===== config.mk =====
export PLATFORM = sky130hd
export DESIGN_NAME = ps2_kbd_lock_leds_flat
export DESIGN_NICKNAME = d
export VERILOG_FILES = /design/src/rtl/ps2_kbd_lock_leds_if.sv /design/src/rtl/ps2_kbd_lock_leds.sv /design/src/flat_wrapper.sv
export SDC_FILE = /design/constraint.sdc
export NUM_CORES = 1
export LEC_CHECK = 0
export ABC_AREA = 1
export CAP_MARGIN = 20
export CORE_MARGIN = 10
export CORE_UTILIZATION = 59
export DETAILED_ROUTE_END_ITERATION = 6
export PLACE_DENSITY = 0.82
export SLEW_MARGIN = 20
export SYNTH_ARGS = -nofsm -noshare
export SYNTH_HDL_FRONTEND = slang
export SYNTH_SLANG_ARGS = --single-unit

===== constraint.sdc =====
create_clock -name clk6x -period 3.4 [get_ports clk6x]
set_clock_uncertainty 0.15 [all_clocks]
set_input_delay 0.34 -clock clk6x [delete_from_list [all_inputs] [get_ports clk6x]]
set_output_delay 0.34 -clock clk6x [all_outputs]
set_load 0.02 [all_outputs]

===== src/rtl/ps2_kbd_lock_leds_if.sv =====
// ---------------------------------------------------------------------------
// ps2_kbd_lock_leds_if
// Command-side link between the lock-LED manager and the PS/2 keyboard host.
//   kbd_wcmddata_o  : byte offered to the host TX FIFO (00 when no strobe)
//   kbd_enq_cmd1_o  : 1-cycle enqueue strobe for a data byte
//   kbd_enq_cmd2_o  : 1-cycle enqueue strobe for a command byte
//   kbd_stat_i      : host status (00 idle, 01 pending, FA ack, FE error)
// The master modport belongs to the lock-LED manager and the slave modport
// to the keyboard host.
// ---------------------------------------------------------------------------
interface ps2_kbd_lock_leds_if;
  logic [7:0] kbd_wcmddata_o;
  logic       kbd_enq_cmd1_o;
  logic       kbd_enq_cmd2_o;
  logic [7:0] kbd_stat_i;

  modport master (
    output kbd_wcmddata_o,
    output kbd_enq_cmd1_o,
    output kbd_enq_cmd2_o,
    input  kbd_stat_i
  );

  modport slave (
    input  kbd_wcmddata_o,
    input  kbd_enq_cmd1_o,
    input  kbd_enq_cmd2_o,
    output kbd_stat_i
  );
endinterface


===== src/rtl/ps2_kbd_lock_leds.sv =====
// ---------------------------------------------------------------------------
// ps2_kbd_lock_leds
// Keeps the keyboard Caps/Num/Scroll Lock LEDs in step with the lock state.
// Raw set-2 scancodes are snooped to track the lock bits; whenever they change,
// the CPU overrides them, or the keyboard reports a BAT, the block sends
// ED + LED byte to the keyboard host, with ACK/ERR/timeout handling and a
// bounded number of retries.
//
// Ports:
//   clk6x          : 48 MHz clock
//   resetn         : asynchronous active-low reset
//   ck1us          : single-cycle 1 us tick
//   enable_i       : 0 = keep tracking, but do not start new sends
//   snoop_code_i   : raw scancode from the PS/2 port
//   snoop_valid_i  : strobe qualifying snoop_code_i
//   kbd_bat_ok_i   : keyboard BAT-OK received strobe
//   cpu_leds_i     : CPU-written LED value
//   cpu_leds_we_i  : load cpu_leds_i into leds_o
//   host           : command link to the keyboard host (master side)
//   leds_o         : bit0 Scroll, bit1 Num, bit2 Caps
//   busy_o         : a send sequence is in progress
//   fail_o         : sticky, retries exhausted; cleared by the next ACK
// ---------------------------------------------------------------------------
module ps2_kbd_lock_leds #(
  parameter int unsigned TIMEOUT_US  = 20000,
  parameter int unsigned HOLDOFF_US  = 1000,
  parameter int unsigned MAX_RETRIES = 3,
  parameter logic [2:0]  LED_INIT    = 3'b000
) (
  input  logic                       clk6x,
  input  logic                       resetn,
  input  logic                       ck1us,
  input  logic                       enable_i,
  input  logic [7:0]                 snoop_code_i,
  input  logic                       snoop_valid_i,
  input  logic                       kbd_bat_ok_i,
  input  logic [2:0]                 cpu_leds_i,
  input  logic                       cpu_leds_we_i,
  ps2_kbd_lock_leds_if.master        host,
  output logic [2:0]                 leds_o,
  output logic                       busy_o,
  output logic                       fail_o
);

  localparam logic [7:0]  CMD_SET_LEDS = 8'hED;
  localparam logic [7:0]  STAT_PENDING = 8'h01;
  localparam logic [7:0]  STAT_ACK     = 8'hFA;
  localparam logic [7:0]  STAT_ERR     = 8'hFE;
  localparam logic [14:0] TIMER_MAX    = 15'h7FFF;
  localparam logic [14:0] TIMEOUT_C    = 15'(TIMEOUT_US);
  localparam logic [14:0] HOLDOFF_C    = 15'(HOLDOFF_US);
  localparam logic [7:0]  RETRY_LIMIT  = 8'(MAX_RETRIES);

  typedef enum logic [2:0] {
    S_IDLE,
    S_SEND_CMD,
    S_SEND_DATA,
    S_WAIT,
    S_HOLDOFF
  } state_e;

  state_e      state_q;
  logic [2:0]  leds_q, leds_d;
  logic [2:0]  held_q, held_d;
  logic        f0_q, f0_d;
  logic        e0_q, e0_d;
  logic [2:0]  skip_q, skip_d;
  logic        dirty_q;
  logic        fail_q;
  logic [14:0] timer_q;
  logic [7:0]  retries_q;
  logic [7:0]  wdata_q;
  logic        enq1_q;
  logic        enq2_q;

  logic [2:0]  lock_mask;
  logic        snoop_toggle;
  logic        mark_dirty;

  // Scancode snoop: prefix tracking, Pause-sequence skipping and make/break
  // handling of the three lock keys. A CPU write overrides a same-cycle toggle.
  always_comb begin
    leds_d       = leds_q;
    held_d       = held_q;
    f0_d         = f0_q;
    e0_d         = e0_q;
    skip_d       = skip_q;
    snoop_toggle = 1'b0;
    lock_mask    = 3'b000;

    case (snoop_code_i)
      8'h58:   lock_mask = 3'b100;
      8'h77:   lock_mask = 3'b010;
      8'h7E:   lock_mask = 3'b001;
      default: lock_mask = 3'b000;
    endcase

    if (snoop_valid_i) begin
      if (skip_q != 3'd0) begin
        skip_d = skip_q - 3'd1;
      end else if (snoop_code_i == 8'hE1) begin
        // The Pause key sends E1 followed by seven more bytes, one of which
        // is 77; swallowing them keeps NumLock untouched.
        skip_d = 3'd7;
        f0_d   = 1'b0;
        e0_d   = 1'b0;
      end else if (snoop_code_i == 8'hF0) begin
        f0_d = 1'b1;
      end else if (snoop_code_i == 8'hE0) begin
        e0_d = 1'b1;
      end else if (snoop_code_i inside {8'h00, 8'hAA, 8'hEE, 8'hFA,
                                        8'hFC, 8'hFE, 8'hFF}) begin
        // Keyboard replies and error codes, not key events.
      end else begin
        if (!e0_q && (lock_mask != 3'b000)) begin
          if (f0_q) begin
            held_d = held_q & ~lock_mask;
          end else if ((held_q & lock_mask) == 3'b000) begin
            // Only the first make toggles; typematic repeats keep held set.
            leds_d       = leds_q ^ lock_mask;
            held_d       = held_q | lock_mask;
            snoop_toggle = 1'b1;
          end
        end
        f0_d = 1'b0;
        e0_d = 1'b0;
      end
    end

    if (cpu_leds_we_i) begin
      leds_d = cpu_leds_i;
    end
    if (kbd_bat_ok_i) begin
      held_d = 3'b000;
    end

    mark_dirty = snoop_toggle | cpu_leds_we_i | kbd_bat_ok_i;
  end

  // Send sequencer. Strobes and the command byte are registered so each is
  // valid for exactly the one cycle the FSM spends in SEND_CMD / SEND_DATA.
  // The data byte captured on leaving SEND_CMD is the LED snapshot for this
  // attempt; later changes only re-arm dirty.
  always_ff @(posedge clk6x or negedge resetn) begin
    if (!resetn) begin
      state_q   <= S_IDLE;
      leds_q    <= LED_INIT;
      held_q    <= 3'b000;
      f0_q      <= 1'b0;
      e0_q      <= 1'b0;
      skip_q    <= 3'd0;
      dirty_q   <= 1'b1;
      fail_q    <= 1'b0;
      timer_q   <= 15'd0;
      retries_q <= 8'd0;
      wdata_q   <= 8'h00;
      enq1_q    <= 1'b0;
      enq2_q    <= 1'b0;
    end else begin
      leds_q <= leds_d;
      held_q <= held_d;
      f0_q   <= f0_d;
      e0_q   <= e0_d;
      skip_q <= skip_d;
      enq1_q  <= 1'b0;
      enq2_q  <= 1'b0;
      wdata_q <= 8'h00;
      if (mark_dirty) begin
        dirty_q <= 1'b1;
      end

      case (state_q)
        S_IDLE: begin
          if (dirty_q && enable_i && (host.kbd_stat_i != STAT_PENDING)) begin
            state_q <= S_SEND_CMD;
            enq2_q  <= 1'b1;
            wdata_q <= CMD_SET_LEDS;
          end
        end

        S_SEND_CMD: begin
          // A dirty-setting event in this very cycle must survive the clear.
          if (!mark_dirty) begin
            dirty_q <= 1'b0;
          end
          enq1_q  <= 1'b1;
          wdata_q <= {5'b00000, leds_q};
          state_q <= S_SEND_DATA;
        end

        S_SEND_DATA: begin
          timer_q <= 15'd0;
          state_q <= S_WAIT;
        end

        S_WAIT: begin
          if (ck1us && (timer_q != TIMER_MAX)) begin
            timer_q <= timer_q + 15'd1;
          end
          if (host.kbd_stat_i == STAT_ACK) begin
            fail_q    <= 1'b0;
            retries_q <= 8'd0;
            state_q   <= S_IDLE;
          end else if ((host.kbd_stat_i == STAT_ERR) || (timer_q >= TIMEOUT_C)) begin
            if (retries_q < RETRY_LIMIT) begin
              retries_q <= retries_q + 8'd1;
              timer_q   <= 15'd0;
              state_q   <= S_HOLDOFF;
            end else begin
              fail_q    <= 1'b1;
              retries_q <= 8'd0;
              state_q   <= S_IDLE;
            end
          end
        end

        S_HOLDOFF: begin
          if (timer_q >= HOLDOFF_C) begin
            dirty_q <= 1'b1;
            state_q <= S_IDLE;
          end else if (ck1us && (timer_q != TIMER_MAX)) begin
            timer_q <= timer_q + 15'd1;
          end
        end

        default: begin
          state_q <= S_IDLE;
        end
      endcase
    end
  end

  assign host.kbd_wcmddata_o = wdata_q;
  assign host.kbd_enq_cmd1_o = enq1_q;
  assign host.kbd_enq_cmd2_o = enq2_q;
  assign leds_o              = leds_q;
  assign busy_o              = (state_q != S_IDLE);
  assign fail_o              = fail_q;

endmodule


===== src/flat_wrapper.sv =====
// flat-port wrapper written by rule: the top's interface ports become plain ports
module ps2_kbd_lock_leds_flat 
#(
  parameter int unsigned TIMEOUT_US  = 20000,
  parameter int unsigned HOLDOFF_US  = 1000,
  parameter int unsigned MAX_RETRIES = 3,
  parameter logic [2:0]  LED_INIT    = 3'b000
)
  (clk6x, resetn, ck1us, enable_i, snoop_code_i, snoop_valid_i, kbd_bat_ok_i, cpu_leds_i, cpu_leds_we_i, leds_o, busy_o, fail_o, host_kbd_wcmddata_o, host_kbd_enq_cmd1_o, host_kbd_enq_cmd2_o, host_kbd_stat_i);
  ps2_kbd_lock_leds_if host_i ();
  input  logic clk6x;
  input  logic resetn;
  input  logic ck1us;
  input  logic enable_i;
  input  logic [7:0] snoop_code_i;
  input  logic snoop_valid_i;
  input  logic kbd_bat_ok_i;
  input  logic [2:0] cpu_leds_i;
  input  logic cpu_leds_we_i;
  output logic [2:0] leds_o;
  output logic busy_o;
  output logic fail_o;
  output wire logic [$bits(host_i.kbd_wcmddata_o)-1:0] host_kbd_wcmddata_o;
  output wire logic [$bits(host_i.kbd_enq_cmd1_o)-1:0] host_kbd_enq_cmd1_o;
  output wire logic [$bits(host_i.kbd_enq_cmd2_o)-1:0] host_kbd_enq_cmd2_o;
  input wire logic [$bits(host_i.kbd_stat_i)-1:0] host_kbd_stat_i;
  assign host_kbd_wcmddata_o = host_i.kbd_wcmddata_o;
  assign host_kbd_enq_cmd1_o = host_i.kbd_enq_cmd1_o;
  assign host_kbd_enq_cmd2_o = host_i.kbd_enq_cmd2_o;
  assign host_i.kbd_stat_i = host_kbd_stat_i;
  ps2_kbd_lock_leds #(.TIMEOUT_US(TIMEOUT_US), .HOLDOFF_US(HOLDOFF_US), .MAX_RETRIES(MAX_RETRIES), .LED_INIT(LED_INIT)) u_core (.clk6x(clk6x), .resetn(resetn), .ck1us(ck1us), .enable_i(enable_i), .snoop_code_i(snoop_code_i), .snoop_valid_i(snoop_valid_i), .kbd_bat_ok_i(kbd_bat_ok_i), .cpu_leds_i(cpu_leds_i), .cpu_leds_we_i(cpu_leds_we_i), .host(host_i), .leds_o(leds_o), .busy_o(busy_o), .fail_o(fail_o));
endmodule

== After elaboration in Yosys (flattened, before gate mapping) ==
Cells that the tools add are included.

* $add $sub $neg: 3
* Magnitude comparators: 3
* Eq/ne operators: 40
* Multiplexer cells: 66
* Bitwise logic cells: 8
* Reductions and logical operators: 31

{| class="wikitable"
|+ Operators with widths
! operator !! count
|-
| 8-bit equality test, second input constant || 11
|-
| 3-bit two-way mux || 27
|-
| 15-bit two-way mux || 5
|-
| 15-bit one-hot mux with 3 select lines || 1
|-
| 8-bit two-way mux || 4
|-
| 1-bit two-way mux || 25
|-
| 8-bit by 7-bit equality test with 1-bit output, second input constant || 3
|-
| 2-bit != test, second input constant || 12
|-
| 8-bit one-hot mux with 2 select lines || 1
|-
| 15-bit by 1-bit adder with 15-bit output, second input constant || 1
|-
| 15-bit by 10-bit greater-or-equal comparator with 1-bit output, second input constant || 1
|-
| 15-bit greater-or-equal comparator, second input constant || 1
|-
| 15-bit != test, second input constant || 1
|-
| 3-bit one-hot mux with 5 select lines || 1
|-
| 3-bit nonzero test || 5
|-
| 2-bit nonzero test || 7
|-
| 3-bit by 1-bit != test with 1-bit output, second input constant || 4
|-
| 3-bit one-hot mux with 3 select lines || 1
|-
| 9-bit AND reduction || 1
|-
| 8-bit by 1-bit adder with 8-bit output, second input constant || 1
|-
| 8-bit zero test || 1
|-
| 8-bit by 2-bit < comparator with 1-bit output, second input constant || 1
|-
| 2-bit by 1-bit != test with 1-bit output, second input constant || 4
|-
| 8-bit by 1-bit != test with 1-bit output, second input constant || 1
|-
| other kinds (20) || 31
|}

* Bits in registers: 49
* Input bits: 26
* Output and inout port bits: 15
* Logic and storage cells: 164

== Longest topological paths before layout ==
* Depth after elaboration: 18
* Depth in mapped cells: 12

== Least setup slack after synthesis ==
Ideal clock, no wire load.

* Path kind: reg2reg
* Start: register u_core.timer_q[0]
* End: register u_core.timer_q[11]
* Arrival: 1.447 ns
* Required time: 3.134 ns
* Setup slack: 1.687 ns
* Cell stages (with the launch flop): 13
* Path buffers: 1
* Clock period less this slack: 1.713 ns
* Path through: dfrtp_1 > ha_1 > nand3_2 > inv_1 > nand2_1 > nor2_1 > nor2_2 > buf_6 > nand3_2 > nor2_1 > nand2_1 > nand2_1 > nor2_2

* Cells in the longest elaborated chain, start to end: 7
* Elaborated cells between the ends (all ways): 14
* Classes of those cells: add/sub (1); order compare (2); eq/ne (2); mux (6); reduce/logical (3)

{| class="wikitable"
|+ Ends and longest elaborated chain
! what !! RTL line !! RTL
|-
| from (decl) || ps2_kbd_lock_leds.sv:70 || <nowiki>logic [14:0] timer_q;</nowiki>
|-
| from (signal assigned) || ps2_kbd_lock_leds.sv:198 || <nowiki>timer_q <= timer_q + 15'd1;</nowiki>
|-
| from (signal assigned) || ps2_kbd_lock_leds.sv:222 || <nowiki>timer_q <= timer_q + 15'd1;</nowiki>
|-
| branches (longest 7 deep; another with 15-bit by 1-bit adder with 15-bit output) || - ||
|}

Several ways; the timed one is not identified. The select of a mux whose other input is x is not followed.
A chain may end at the register's enable or synchronous reset.

== Final worst setup path ==
* Start: register u_core.timer_q[0]
* End: register u_core.timer_q[2]

The elaborated chain is that of the path after synthesis.

==> Flow_metrics.wiki <==
{| class="wikitable"
! Metric !! Value
|-
| Result of the run || completed
|-
| Remaining design rule violation count || 0
|-
| Die area || 8140 um2
|-
| Clock latency on the worst-skew pair || about 300 ps
|-
| Instance count after placement with tap cells included || 506
|-
| Path category of the worst min-delay check || reg -> reg
|-
| Actual slew at the worst max-slew pin || about 560 ps
|-
| Worst supply voltage drop on vdd || 257 uV
|-
| Post-layout total power || between 1.5 and 2 mW
|-
| Routed wire length || about 6300 um
|-
| Aggregate global routing overflow || 0
|-
| GR Util All Layers || 0.164
|-
| TritonCTS clock tree || yes
|-
| Unrepaired setup endpoints after global routing || no
|-
| Cell count after synthesis || approximately 400
|-
| Classification of the worst setup path || reg -> reg
|-
| DR pass1 iterations || 5
|-
| Via-per-instance ratio || 5.05
|-
| Horizontal die dimension || 90.2 um
|-
| Final cell count without fillers || around 500
|-
| Via count || 2603
|-
| Area growth from synthesis to final layout || 18.4%
|-
| Fin crit period || 2280 ps
|-
| Clock H-tree levels || 2
|-
| Starting Density || 0.612
|-
| CP Data Required Time || 3430 ps
|-
| P_leak || 1.65 nW
|-
| First-pass GRT wire length || 11400 um
|-
| Pwr/cell area || approximately 480 nW/um2
|-
| Largest net degree at the start of global routing || 46
|-
| Number of warnings issued by yosys || 0
|-
| Count of antenna diodes in the layout || 0
|-
| Net count of the finished layout || about 480
|-
| Placeable core region || 4750 um2
|-
| Final-report max-slew violation count || 0
|-
| IO buf count || 39
|-
| Total nets after synthesis || approximately 440
|-
| Synth Area per Inst || 7.15 um2
|-
| PostCTS Resize Cnt || 0
|-
| Clock tree sinks || 45
|-
| Proportion of layout cells with a drive suffix above 1 || 0.127
|-
| Data arrival time of the critical path || ~2300 ps
|-
| Final RePlAce weighted congestion || 0.872
|-
| Cts bufs inserted || 5
|-
| Via count of the first global-routing pass || 2547
|-
| Average wire length per cell after detail routing || 12.2 um
|-
| Async set-reset flop share out of synthesis || 1.00
|-
| Half-perimeter wire length of the detailed placement result || 4830 um
|-
| Bufs on Longest Clock Path || 2
|-
| Max frequency || 438 MHz
|-
| Cell at the root of the clock tree || clkbuf_8
|-
| Count of routing violations after the opening detailed-route iteration || 147
|-
| Top flip-flop cell by instance count after synthesis || dfrtp_1
|-
| Largest fanout on the critical path || 11
|-
| Antenna violations before repair || 0
|-
| Count of distinct cell types in the synthesized netlist || 31
|-
| Post-synth EDFFs || 0
|-
| Relative slew margins || 0.627
|-
| Detail Route Antenna Nets || 0
|-
| Clock slew at reported path FFs || 80 ps
|-
| Register bit count reported by yosys || 45
|-
| Die extent in y || about 90 um
|-
| Number of maximum-capacitance constraint violations || 0
|-
| Final setup TNS || 0 ps
|-
| Tcrit/Tclk final || 0.671
|-
| Final Hold Viols || 0
|-
| Worst Setup End Kind || flop
|-
| Number of top-level pins || 41
|-
| Site Rows || 25
|-
| Sequential share of the synthesized area || 0.388
|-
| Startpoint type of the worst setup path || flop
|-
| Post-synthesis cell area || 2910 um2
|-
| Final setup violating endpoints || 0
|-
| Final hold slack || 336 ps
|}
-- through the flow --
stage	instance area, um2	setup WS, ps	utilization
floorplan	2910	1690	-
global placement	3310	1200	0.696
detailed placement	3310	1130	0.696
CTS	3430	1140	0.722
global route	3440	859	0.724
finish	3440	1120	0.724
-- synthesized netlist by cell type (5+ instances only) --
cell type | count | area (um2)
a21oi_1 | 11 | 55.1
dfrtp_1 | 44 | 1100
ha_1 | 5 | 62.6
inv_1 | 59 | 221
nand2_1 | 97 | 364
nand2_2 | 10 | 62.6
nand3_1 | 27 | 135
nand3_2 | 5 | 50.1
nand4_1 | 13 | 81.3
nor2_1 | 57 | 214
nor2_2 | 17 | 106
nor3_1 | 6 | 30.0
o21ai_0 | 21 | 105
xor2_1 | 5 | 43.8
-- layer usage --
metal / vias up / track usage / share of wire / routed length, um
li1: 1349 / - / - / -
met1: 1183 / 0.208 / 0.47 / 2970
met2: 65 / 0.265 / 0.47 / 2940
met3: 6 / 0.0490 / 0.052 / 328
met4: 0 / 0.0385 / 0.0089 / 56
met5: - / 0 / 0 / 0
-- kinds of logic after synthesis --
kind of cell	count (synthesis)	share of synthesized area
xor gates and xnor gates	5	0.0151
AOI/OAI and AO/OA	36	0.0671
and+or+nand+nor	245	0.403
DFF	45	0.388
buffers and inverters	70	0.105
other	1	0.00129
adders and majority gates	5	0.0215
-- cell usage in the layout, fill, tap and decap left out, types with 2 or more instances in the layout --
cell              n
nand2_2          10
nand3_2           5
nor2_2           17
o21ai_0          21
xor2_1            5
inv_1            59
clkbuf_8          6
nand3_1          27
clkdlybuf4s50_1  38
or2_2             2
nand4_1          13
nand2_4           3
nor2_4            4
inv_2             4
nor2_1           57
nor3_1            6
ha_1              5
dfrtp_1          44
a21oi_1          11
nand2_1          97
-- worst max-delay path, cell delays in order, from the launching register on --
cell and delay, ps:
dfrtp_1 420, ha_1 250, nand3_2 120, inv_1 80, nand2_1 110, nor2_1 60, nor2_2 400, nand2_2 210
inv_2 150, nand3_1 90, nand2_1 90, nor2_2 30
-- state kept, by name, summed over array words and instances, names as in the netlist --
register                    cells
u_core.host.kbd_wcmddata_o      4
u_core.timer_q                 15
u_core.held_q                   3
u_core.leds_o                   3
u_core.retries_q                8
u_core.skip_q                   3
u_core.host.kbd_enq_cmd1_o      1
u_core.fail_o                   1
u_core.dirty_q                  1
u_core.state_q                  3
u_core.f0_q                     1
u_core.e0_q                     1
u_core.host.kbd_enq_cmd2_o      1
-- cell type report --
class | count | area, um2
timing repair buffer | 40 | 398
fill | 416 | 1310
sequential | 45 | 1130
clock inverter | 2 | 37.5
multi-input combinational | 292 | 1480
inverter | 63 | 236
tap | 67 | 83.8
clock buffer | 6 | 82.6
-- where the power goes --
| part | internal, mW | total [mW] | switching [mW] | leakage (nW) |
|---|---|---|---|---|
| clock network | 0.239 | 0.428 | 0.189 | 0.0574 |
| registers | 0.615 | 0.674 | 0.0595 | 0.604 |
| logic | 0.205 | 0.563 | 0.359 | 0.991 |
-- worst paths after layout --
path	start	to	slack, ps	cells after the start
worst max-delay path	u_core.timer_q[0]$_DFFE_PN0P_	u_core.timer_q[2]$_DFFE_PN0P_	1120	11
worst min-delay path	u_core.fail_o$_DFFE_PN0P_	u_core.fail_o$_DFFE_PN0P_	340	2
worst max register to register	u_core.timer_q[0]$_DFFE_PN0P_	u_core.timer_q[2]$_DFFE_PN0P_	1120	11
worst min register to register	u_core.fail_o$_DFFE_PN0P_	u_core.fail_o$_DFFE_PN0P_	340	2
max in group asynchronous	resetn	u_core.dirty_q$_DFF_PN1_	2300	2
min in group asynchronous	resetn	u_core.timer_q[11]$_DFFE_PN0P_	420	2
-- repair_timing --
| action | in CTS | in global routing |
|---|---|---|
| buffers inserted | 0 | 0 |
| hold buffers | 0 | 1 |
| endpoints found under the hold margin | 0 | 44 |
No activity file was read; power rests on OpenSTA's default activity.
==> RTL change (same flow settings) <==
Register the input `snoop_code_i` before use, cleared by the reset. The logic sees it one clock later. The other inputs are not delayed to match.
--- a/src/rtl/ps2_kbd_lock_leds.sv
+++ b/src/rtl/ps2_kbd_lock_leds.sv
@@ -59,6 +59,16 @@
     S_HOLDOFF
   } state_e;
 
+  logic [7:0] snoop_code_q;
+
+  always_ff @(posedge clk6x or negedge resetn) begin
+    if (!resetn) begin
+      snoop_code_q <= '0;
+    end else begin
+      snoop_code_q <= snoop_code_i;
+    end
+  end
+
   state_e      state_q;
   logic [2:0]  leds_q, leds_d;
   logic [2:0]  held_q, held_d;
@@ -88,7 +98,7 @@
     snoop_toggle = 1'b0;
     lock_mask    = 3'b000;
 
-    case (snoop_code_i)
+    case (snoop_code_q)
       8'h58:   lock_mask = 3'b100;
       8'h77:   lock_mask = 3'b010;
       8'h7E:   lock_mask = 3'b001;
@@ -98,17 +108,17 @@
     if (snoop_valid_i) begin
       if (skip_q != 3'd0) begin
         skip_d = skip_q - 3'd1;
-      end else if (snoop_code_i == 8'hE1) begin
+      end else if (snoop_code_q == 8'hE1) begin
         // The Pause key sends E1 followed by seven more bytes, one of which
         // is 77; swallowing them keeps NumLock untouched.
         skip_d = 3'd7;
         f0_d   = 1'b0;
         e0_d   = 1'b0;
-      end else if (snoop_code_i == 8'hF0) begin
+      end else if (snoop_code_q == 8'hF0) begin
         f0_d = 1'b1;
-      end else if (snoop_code_i == 8'hE0) begin
+      end else if (snoop_code_q == 8'hE0) begin
         e0_d = 1'b1;
-      end else if (snoop_code_i inside {8'h00, 8'hAA, 8'hEE, 8'hFA,
+      end else if (snoop_code_q inside {8'h00, 8'hAA, 8'hEE, 8'hFA,
                                         8'hFC, 8'hFE, 8'hFF}) begin
         // Keyboard replies and error codes, not key events.
       end else begin
Check against the original RTL: not equivalent (a bounded check fails within 4 cycles, from zero or initial values and one cycle with resetn low).
==> RTL change against the original RTL <==
  * Non-clock buffer count grew 1
  * Wire length shrank 0.27%
  * Total power grew 10%
  * Synthesized area grew 3.1%
  * Final cell count shrank 2.1%
  * Setup slack gained 40 ps
  * Cell area grew 3.7%
  * Hold slack lost 25 ps
  * Critical path depth shrank 6
  * Register-to-register slack gained 250 ps
  * Die area grew 2.4%
  * Sequential cell count grew 7
  * First-iteration DRC count shrank 14%
  * Critical endpoint is now busy_o
  * Highest routed layer unchanged
==> RTL change: results (changes against the original RTL) <==
Synthesis
  • XOR/XNOR Fraction of Synth Area: 0.0146 (was 0.0151)
  • Syn Nets: 424 (was 438)
  • Post-Syn Instances: 393 (was 407)
  • Most instantiated cells after synthesis: nand2_1 (95), nor2_1 (60), inv_1 (53) (was nand2_1 (97), inv_1 (59), nor2_1 (57))
  • Post-synthesis sequential area ratio: 0.434 (was 0.388)
  • Synth area leaders: dfrtp_1 (43%), nand2_1 (12%), nor2_1 (7.5%) (was dfrtp_1 (38%), nand2_1 (13%), inv_1 (7.6%))
  • Netlist cell types: 33 (was 31)
  • Post-synthesis adder-cell area fraction: 0.0209 (was 0.0215)
  • Compound-Gate Fraction of Synth Area: 0.0484 (was 0.0671)

Route
  • Vias: 2580 (was 2603)
  • DR WL/cell: 12.4 µm (was 12.2 µm)
  • First-pass DRT Iterations: 4 (was 5)
  • 1st-iter DRT viols: 126 (was 147)

Place
  • Hpwl dp: 4.90 mm (was 4.83 mm)
  • RD Place Congestion: 0.826 (was 0.872)
  • Placed cell area: 3440 µm² (was 3310 µm²)
  • Setup WS pre-CTS: 1300 ps (was 1130 ps)

Power
  • Combinational power share: 0.324 (was 0.338)
  • Max VDD drop: 0.000268 V (was 0.000257 V)
  • Design internal power: 1.19 mW (was 1.06 mW)
  • Leakage: 1.81 nW (was 1.65 nW)
  • Comb. pwr: 0.596 mW (was 0.563 mW)

Global route
  • Vias in the first global route: 2514 (was 2547)
  • Largest net degree at the start of global routing: 36 (was 46)
  • Total global-route track usage: 0.155 (was 0.164)
  • First-pass GRT wire length: 11.0 mm (was 11.4 mm)

Status
  • Status: completed (unchanged)

CTS
  • Post-CTS Hold Fix Bufs: 1 (was 0)

Final layout
  • Final Non-Filler Cells: 504 (was 515)
  • Area of the multi-input gates: 1420 µm² (was 1480 µm²)
  • Final nets: 467 (was 478)
  • # fillers: 383 (was 416)

Hold path
  • Hold WC Path Type: primary input to register (was register to register)

Worst setup path
  • CP Max Fanout: 4 (was 11)
  • Crit-path max cell delay: 540 ps (was 420 ps)
  • Top delay family on crit path: buffers and inverters (was simple AND/OR/NAND/NOR gates)
==> RTL change: changes by cell type after synthesis, moves of 2 or more <==
cell | before | now
nor2_8 | 0 | 2
nand2_1 | 97 | 95
or2_2 | 2 | 0
inv_1 | 59 | 53
nor2_2 | 17 | 5
nor2_1 | 57 | 60
o21ai_0 | 21 | 14
dfrtp_1 | 44 | 51
nor4_1 | 1 | 3
inv_2 | 4 | 9
buf_6 | 2 | 0
nor3_1 | 6 | 8
a21oi_1 | 11 | 3
==> RTL change: path summary, 6_finish.rpt <==
| path | to | slack [ps] | start | cells past startpoint |
|---|---|---|---|---|
| setup / recovery | busy_o | 1160 | u_core.state_q[2] | 5 |
| hold / removal | u_core.snoop_code_q[2] | 310 | snoop_code_i[2] | 1 |
| setup reg to reg | u_core.timer_q[8] | 1370 | u_core.timer_q[0] | 10 |
| hold reg to reg | u_core.e0_q | 340 | u_core.e0_q | 2 |
| max in group asynchronous | u_core.dirty_q | 1830 | resetn | 3 |
| min in group asynchronous | u_core.skip_q[2] | 480 | resetn | 2 |
==> RTL change: metal layers <==
metal  wire [µm]  vias up  track usage  share of wire
met1        2820     1188        0.184           0.45
met2        2940       73        0.261           0.47
li1            -     1308            -              -
met3         410       11       0.0477          0.065
met4          96        0       0.0509          0.015
met5           0        -            0              0
==> RTL change: layout make-up <==
cell class,instances,share of cell area
timing repair buffer,41,0.113
sequential,52,0.365
clock buffer,6,0.0231
clock inverter,2,0.0109
inverter,63,0.0662
multi-input combinational,273,0.399
tap,67,0.0235
==> RTL change: worst register-to-register path, cell delays in order (launching register included) <==
cell and delay (ps):
dfrtp_1 450, ha_1 240, nand2_1 110, nor2_1 70, nand2_1 140, nor2_1 80, nor2_2 210, nand2_2 90
nor2_1 130, xor2_1 210, nor2_1 60
